### src/rtl/lut_arbiter.sv
// Arbiter that shares one combinational 4-bit lookup among N requesters.
// Define LUT_ARB_ROUND_ROBIN_EN for round-robin selection; otherwise the lowest index wins.
module lut_arbiter #(
    parameter int N   = 4,
    parameter int IDW = 2
) (
    input  logic             clk,
    input  logic             rst,
    input  logic [N-1:0]     req,
    input  logic [4*N-1:0]   din,
    output logic [3:0]       lut_in,
    input  logic [3:0]       lut_out,
    output logic [N-1:0]     gnt,
    output logic [N-1:0]     ack,
    output logic [3:0]       dout,
    output logic [IDW-1:0]   dout_id,
    output logic             dout_valid,
    output logic             busy
);

    typedef enum logic [1:0] {IDLE, ISSUE, RESP} state_t;

    localparam logic [N-1:0] ONE = {{(N-1){1'b0}}, 1'b1};

    state_t         state;
    logic [3:0]     op_reg;
    logic [IDW-1:0] id_reg;
    logic [IDW-1:0] win;

`ifdef LUT_ARB_ROUND_ROBIN_EN
    logic [IDW-1:0] ptr;

    // Scan downward so the requester nearest after the pointer overwrites the others.
    function automatic logic [IDW-1:0] pick(input logic [N-1:0] r, input logic [IDW-1:0] p);
        logic [IDW-1:0] w;
        int idx;
        w = p;
        for (int k = N; k >= 1; k--) begin
            idx = (int'(p) + k) % N;
            if (r[idx]) w = IDW'(idx);
        end
        return w;
    endfunction

    always_comb win = pick(req, ptr);
`else
    function automatic logic [IDW-1:0] pick(input logic [N-1:0] r);
        logic [IDW-1:0] w;
        w = '0;
        for (int k = N - 1; k >= 0; k--) begin
            if (r[k]) w = IDW'(k);
        end
        return w;
    endfunction

    always_comb win = pick(req);
`endif

    assign lut_in = op_reg;
    assign busy   = (state != IDLE);

    always_ff @(posedge clk) begin
        if (rst) begin
            state      <= IDLE;
            op_reg     <= '0;
            id_reg     <= '0;
            gnt        <= '0;
            ack        <= '0;
            dout       <= '0;
            dout_id    <= '0;
            dout_valid <= 1'b0;
`ifdef LUT_ARB_ROUND_ROBIN_EN
            ptr        <= IDW'(N - 1);
`endif
        end else begin
            case (state)
                IDLE: begin
                    if (|req) begin
                        id_reg <= win;
                        op_reg <= din[{win, 2'b00} +: 4];
                        gnt    <= ONE << win;
                        state  <= ISSUE;
                    end
                end
                // op_reg drives the lookup for the whole cycle; capture its result here
                ISSUE: begin
                    dout       <= lut_out;
                    dout_id    <= id_reg;
                    dout_valid <= 1'b1;
                    ack        <= ONE << id_reg;
                    state      <= RESP;
                end
                RESP: begin
                    dout_valid <= 1'b0;
                    ack        <= '0;
                    gnt        <= '0;
`ifdef LUT_ARB_ROUND_ROBIN_EN
                    ptr        <= id_reg;
`endif
                    state      <= IDLE;
                end
                default: state <= IDLE;
            endcase
        end
    end

endmodule

### config.mk
export PLATFORM = sky130hd
export DESIGN_NAME = lut_arbiter
export DESIGN_NICKNAME = d
export VERILOG_FILES = /design/src/rtl/lut_arbiter.sv
export SDC_FILE = /design/constraint.sdc
export NUM_CORES = 1
export LEC_CHECK = 0
export ABC_AREA = 1
export CAP_MARGIN = 20
export CORE_ASPECT_RATIO = 1.25
export CORE_MARGIN = 2
export CORE_UTILIZATION = 46
export CTS_CLUSTER_DIAMETER = 60
export DETAILED_ROUTE_END_ITERATION = 7
export GPL_TIMING_DRIVEN = 1
export PLACE_DENSITY = 0.88
export SLEW_MARGIN = 20
export SYNTH_ARGS = -nofsm -noshare
export SYNTH_HDL_FRONTEND = slang
export SYNTH_SLANG_ARGS = --single-unit
### constraint.sdc
create_clock -name clk -period 2.2 [get_ports clk]
set_input_delay 0.33 -clock clk [delete_from_list [all_inputs] [get_ports clk]]
set_output_delay 0.33 -clock clk [all_outputs]
set_load 0.05 [all_outputs]
## Word-level counts from Yosys, hierarchy flattened

Cells that the tools add are included.

- Bits in registers: 23
- Latch bits: 0
- RAM bits: 0
- Memory bits (read-only): 0
- Input bits: 26
- Output and inout port bits: 20
- Memories: 0

- Add/sub/neg operators: 0
- Multipliers: 0
- Div/mod/pow operators: 0
- $lt $le $gt $ge: 0
- Eq/ne operators: 3
- Shift-type cells: 3
- Muxes and demuxes: 10
- Bitwise operators: 0
- Reductions and logical operators: 7

Operator list:

| operator | number |
|---|---|
| case mux 4 bit (2 select lines) | 2 |
| variable part select 16 x 5 -> 4 bit | 1 |
| two-way mux 2 bit | 5 |
| left shift 1 x 2 -> 4 bit, first input constant | 2 |
| nonzero test 2 bit | 3 |
| two-way mux 4 bit | 1 |
| case mux 2 bit (2 select lines) | 1 |
| AND reduction 2 bit | 2 |
| OR reduction 4 bit | 1 |
| == test 2 x 1 -> 1 bit, second input constant | 1 |
| == test 2 bit, second input constant | 1 |
| zero test 2 bit | 1 |
| != test 2 bit, second input constant | 1 |
| case mux 1 bit (2 select lines) | 1 |

## Logic depth before layout (Yosys ltp)

- Depth after elaboration: 7
- Depth in mapped cells: 8
- Depth with buffers taken out: 8

## Worst setup path after synthesis

OpenSTA, ideal clock, no wires.

- Path kind: register -> register
- Start: reg state[0]
- End: reg gnt[0]
- Arrival time: 1.362 ns
- Data required time: 2.068 ns
- Slack: 0.705 ns
- Stages on the path, launching flop included: 7
- Period minus slack after synthesis: 1.495 ns
- Path through: dfxtp_1 inv_1 ha_1 inv_1 nand2_1 nand3_1 a21oi_1

- Word-level cells in the longest chain between the ends: 3
- Elaborated cells on any way between the ends: 6
- Those cells by class: eq/ne: 2; mux: 1; reduce/logical: 3

Ends and longest elaborated chain:

| what | RTL line | RTL |
|---|---|---|
| start, declared | 25 | `state_t state;` |
| start signal, assigned | 64 | `state <= IDLE;` |
| start signal, assigned | 82 | `state <= ISSUE;` |
| start signal, assigned | 91 | `state <= RESP;` |
| == test 2 bit or zero test 2 bit (tied branches) | 76 | `case (state)` |
| nonzero test 2 bit (no line) or != test 2 bit (tied branches) | -- |  |
| AND reduction 2 bit (no line) | -- |  |
| end signal, assigned | 81 | `gnt <= ONE << win;` |
| end, declared | 13 | `output logic [N-1:0] gnt,` |

Parallel ways exist; a longest one is shown, timed or not.
A chain may end at the register's enable or synchronous reset.

## Worst setup path in the final report

- Start: reg op_reg[0] (netlist: lut_in[0])
- End: out lut_in[0]

RTL lines:

| what | RTL line | RTL |
|---|---|---|
| start, declared | 26 | `logic [3:0] op_reg;` |
| start signal, assigned | 80 | `op_reg <= din[{win, 2'b00} +: 4];` |
| end, declared | 11 | `output logic [3:0] lut_in,` |

No word-level cell between the ends.

==> impl_results.md <==
* Run status: completed
* Post-CTS setup buffer count at 0
* Synth Instances at 160
* Worst-skew pair later-pin latency at between 0.3 and 0.4 ns
* Via count at 1200
* Register area share after synthesis at between 30 and 40%
* Arrival time at the worst endpoint at roughly 1.5 ns
* Hold Fails Final Rpt at 0
* Sequential share of power at 43.3%
* Comb power frac at 38.7%
* Initial core utilization at between 40% and 50%
* Initial antenna violation count at 0
* DR iter-0 viols at 39
* PortBufs at 45
* Vias in the first global route at approximately 1200
* Die area at ~3000 um2
* Leak Pwr at slightly above 0.7 nW
* Routed WL at roughly 2700 um
* Power per cell area at roughly 670 nW/um2
* Clk sinks at 23
* Slew @ Worst Pin at 0.495 ns
* Post-DR wirelength/cell at roughly 12 um
* Filler cell count at ~210
* Antenna-violating nets left at 0
* Clock period minus worst slack at 1.83 ns
* Compound-Gate Fraction of Synth Area at 11.9%
* Clock Root Buffer: clkbuf_4
* I/O pin total at 46
* Hpwl dp at 2210 um
* Final setup vio count at 0
* Maxcap violations at 0
* Hold-fix buffers, CTS at 0
* CP peak stage delay at approximately 0.8 ns
* GRT overflow at 0
* Crit-path slowest cell: clkdlybuf4s50_1
* Worst path required time at between 1.5 and 2 ns
* Period utilization at 83.3%
* Area Overhead vs Synth at 41.3%
* Peak VDD IR at between 0.0005 and 0.0006 V
* Combinational family with the most area after synthesis: simple AND/OR/NAND/NOR gates
* Cell family with most CP delay: buffers and inverters
* Clock transition at path regs at roughly 0.13 ns
* Setup_tns at 0 ns
* Row Count at 20
* CP Capture Type: output port
* Syn nets at 191
* #FFs+latches synth at 23
* CTS HTree Levels at 1
* Clock power frac at a little under a fifth
* Net Sw Frac at between 30% and 40%
* Die H at roughly 61 um
* Adder-Cell Fraction of Synth Area at around 5.3%
* Simple-gate portion of the synthesized area at roughly a third
* Crit Path Class: reg -> out
* Via density at between 5 and 6
* Fmax at between 500 and 600 MHz
* Cell variety after synth at 19
* Worst Clk Skew at roughly 0.009 ns
* RSZ-0062 raised after global routing: no
* Worst hold path type: reg -> reg
* CTS Buf Count at 3
* Yosys Warn Count at 0
* Internal power at 686 uW
* Post-Synth XOR/XNOR Area at 0%
* Largest net degree at the start of global routing at 15
* Diode count at 0
* Net Sw Power at between 400 and 500 uW
* CTS tree: done
* Die width at between 40 and 50 um
* Post-synthesis mux area share at 0%
* Crit path max fanout at 2
* Average size of a mapped cell at approximately 7.4 um2
* Maximum clock path buffer count at 2
* CORE AREA at around 2400 um2
* Total GRT Usage at around a fifth
* Rel. slew slack at between 60% and 70%
* First-pass GRT wire length at 4780 um
* Crit path cell chain: clkdlybuf4s50_1
* Final Slew Violations at 0
* # DRC at 0
* Number of iterations in the first detailed-routing pass at 4
* Gates resized, CTS repair at 0
* Layout cell share with drive strength beyond 1 at between 10 and 15%
* Crit path launch type: register
* Layout Nets at between 200 and 250
* Final core occ at between 60% and 70%
* Placer Congestion at 0.800
* Area of the mapped netlist at ~1200 um2
* WP buf/inv at 1
worst reg2reg max path: stages, from the launching register on:
cell and delay [ns]:
dfxtp_1 0.40, inv_1 0.10, ha_1 0.29, inv_1 0.09, nor2_1 0.26, nand3_1 0.12
a21oi_1 0.14
power by group through the flow:
stage	registers [mW]	logic [mW]	clock network [mW]
finish	0.485	0.433	0.202
global route	0.490	0.467	0.223
CTS	0.484	0.435	0.206
detailed placement	0.493	0.433	0
global placement	0.491	0.421	0
floorplan	0.614	0.161	0
final timing paths:
kind / from / endpoint / slack (ns) / cells after the start
setup / recovery: lut_in[0]$_SDFFE_PP0P_ / lut_in[0] / 0.37 / 1
hold / removal: dout_valid$_SDFFE_PP0P_ / dout_valid$_SDFFE_PP0P_ / 0.47 / 2
setup reg to reg: state[0]$_SDFFE_PP0P_ / ack[1]$_SDFFE_PP0P_ / 0.75 / 6
hold reg to reg: dout_valid$_SDFFE_PP0P_ / dout_valid$_SDFFE_PP0P_ / 0.47 / 2
per-layer routing:
| layer | global-route usage, % | part of all wire, % |
|---|---|---|
| met5 | 0 | 0 |
| met4 | 8.16 | 1.8 |
| met3 | 3.45 | 4.4 |
| met2 | 39.0 | 53 |
| met1 | 22.5 | 41 |
synth_stat cells (all sizes together):
| master | instances | area [um2] |
|---|---|---|
| nand2 | 27 | 139 |
| nand3 | 25 | 140 |
| dfxtp | 23 | 460 |
| inv | 21 | 78.8 |
| nor2 | 21 | 91.3 |
| a21oi | 15 | 75.1 |
| o21ai | 13 | 65.1 |
| ha | 5 | 62.6 |
| nand4 | 4 | 25.0 |
| clkbuf | 3 | 11.3 |
| buf | 2 | 22.5 |
| clkinv | 1 | 5.00 |
layout by cell type (no fill, tap or decap):
cell	netlist	routed
clkdlybuf4s50_1	0	44
dfxtp_1	23	23
nand3_1	22	22
nand2_1	20	20
inv_1	19	19
nor2_1	18	18
a21oi_1	15	15
o21ai_0	12	12
ha_1	5	5
nand2_4	4	4
nand4_1	4	4
nand2_2	3	3
nand3_2	3	3
clkbuf_4	0	3
nor2_2	2	2
inv_2	2	2
clkinv_2	1	1
nor2_4	1	1
o21ai_1	1	1
clkinvlp_4	0	1
buf_4	0	1
final cells by class:
| class | instances | area (um2) | share of cell area, % |
|---|---|---|---|
| repair buffers | 45 | 448 | 27.0 |
| flip-flops and latches | 23 | 460 | 27.7 |
| multi-input cells | 110 | 598 | 36.0 |
| inverters | 22 | 83.8 | 5.05 |
| well taps | 33 | 41.3 | 2.48 |
| clock buffers | 3 | 22.5 | 1.36 |
| clock inverters | 1 | 7.51 | 0.452 |
through the flow:
stage	worst slack, ns	power (mW)	instances	area, um2	hold WS [ns]
final	0.368	1.12	237	1660	0.474
after global routing	0.312	1.18	237	1660	0.500
after CTS	0.369	1.13	237	1660	0.478
after detailed placement	0.269	0.926	233	1630	0.458
after global placement	0.430	0.913	233	1630	0.453
after floorplan	0.705	0.774	160	1180	0.465
cell families (layout without fill, tap and decap cells):
logic type | after synthesis | after routing
simple gates | 77 | 77
flops | 23 | 23
buf+inv | 27 | 71
fa+ha+maj | 5 | 5
compound gates | 28 | 28
Power figures use the tool's default switching activity.
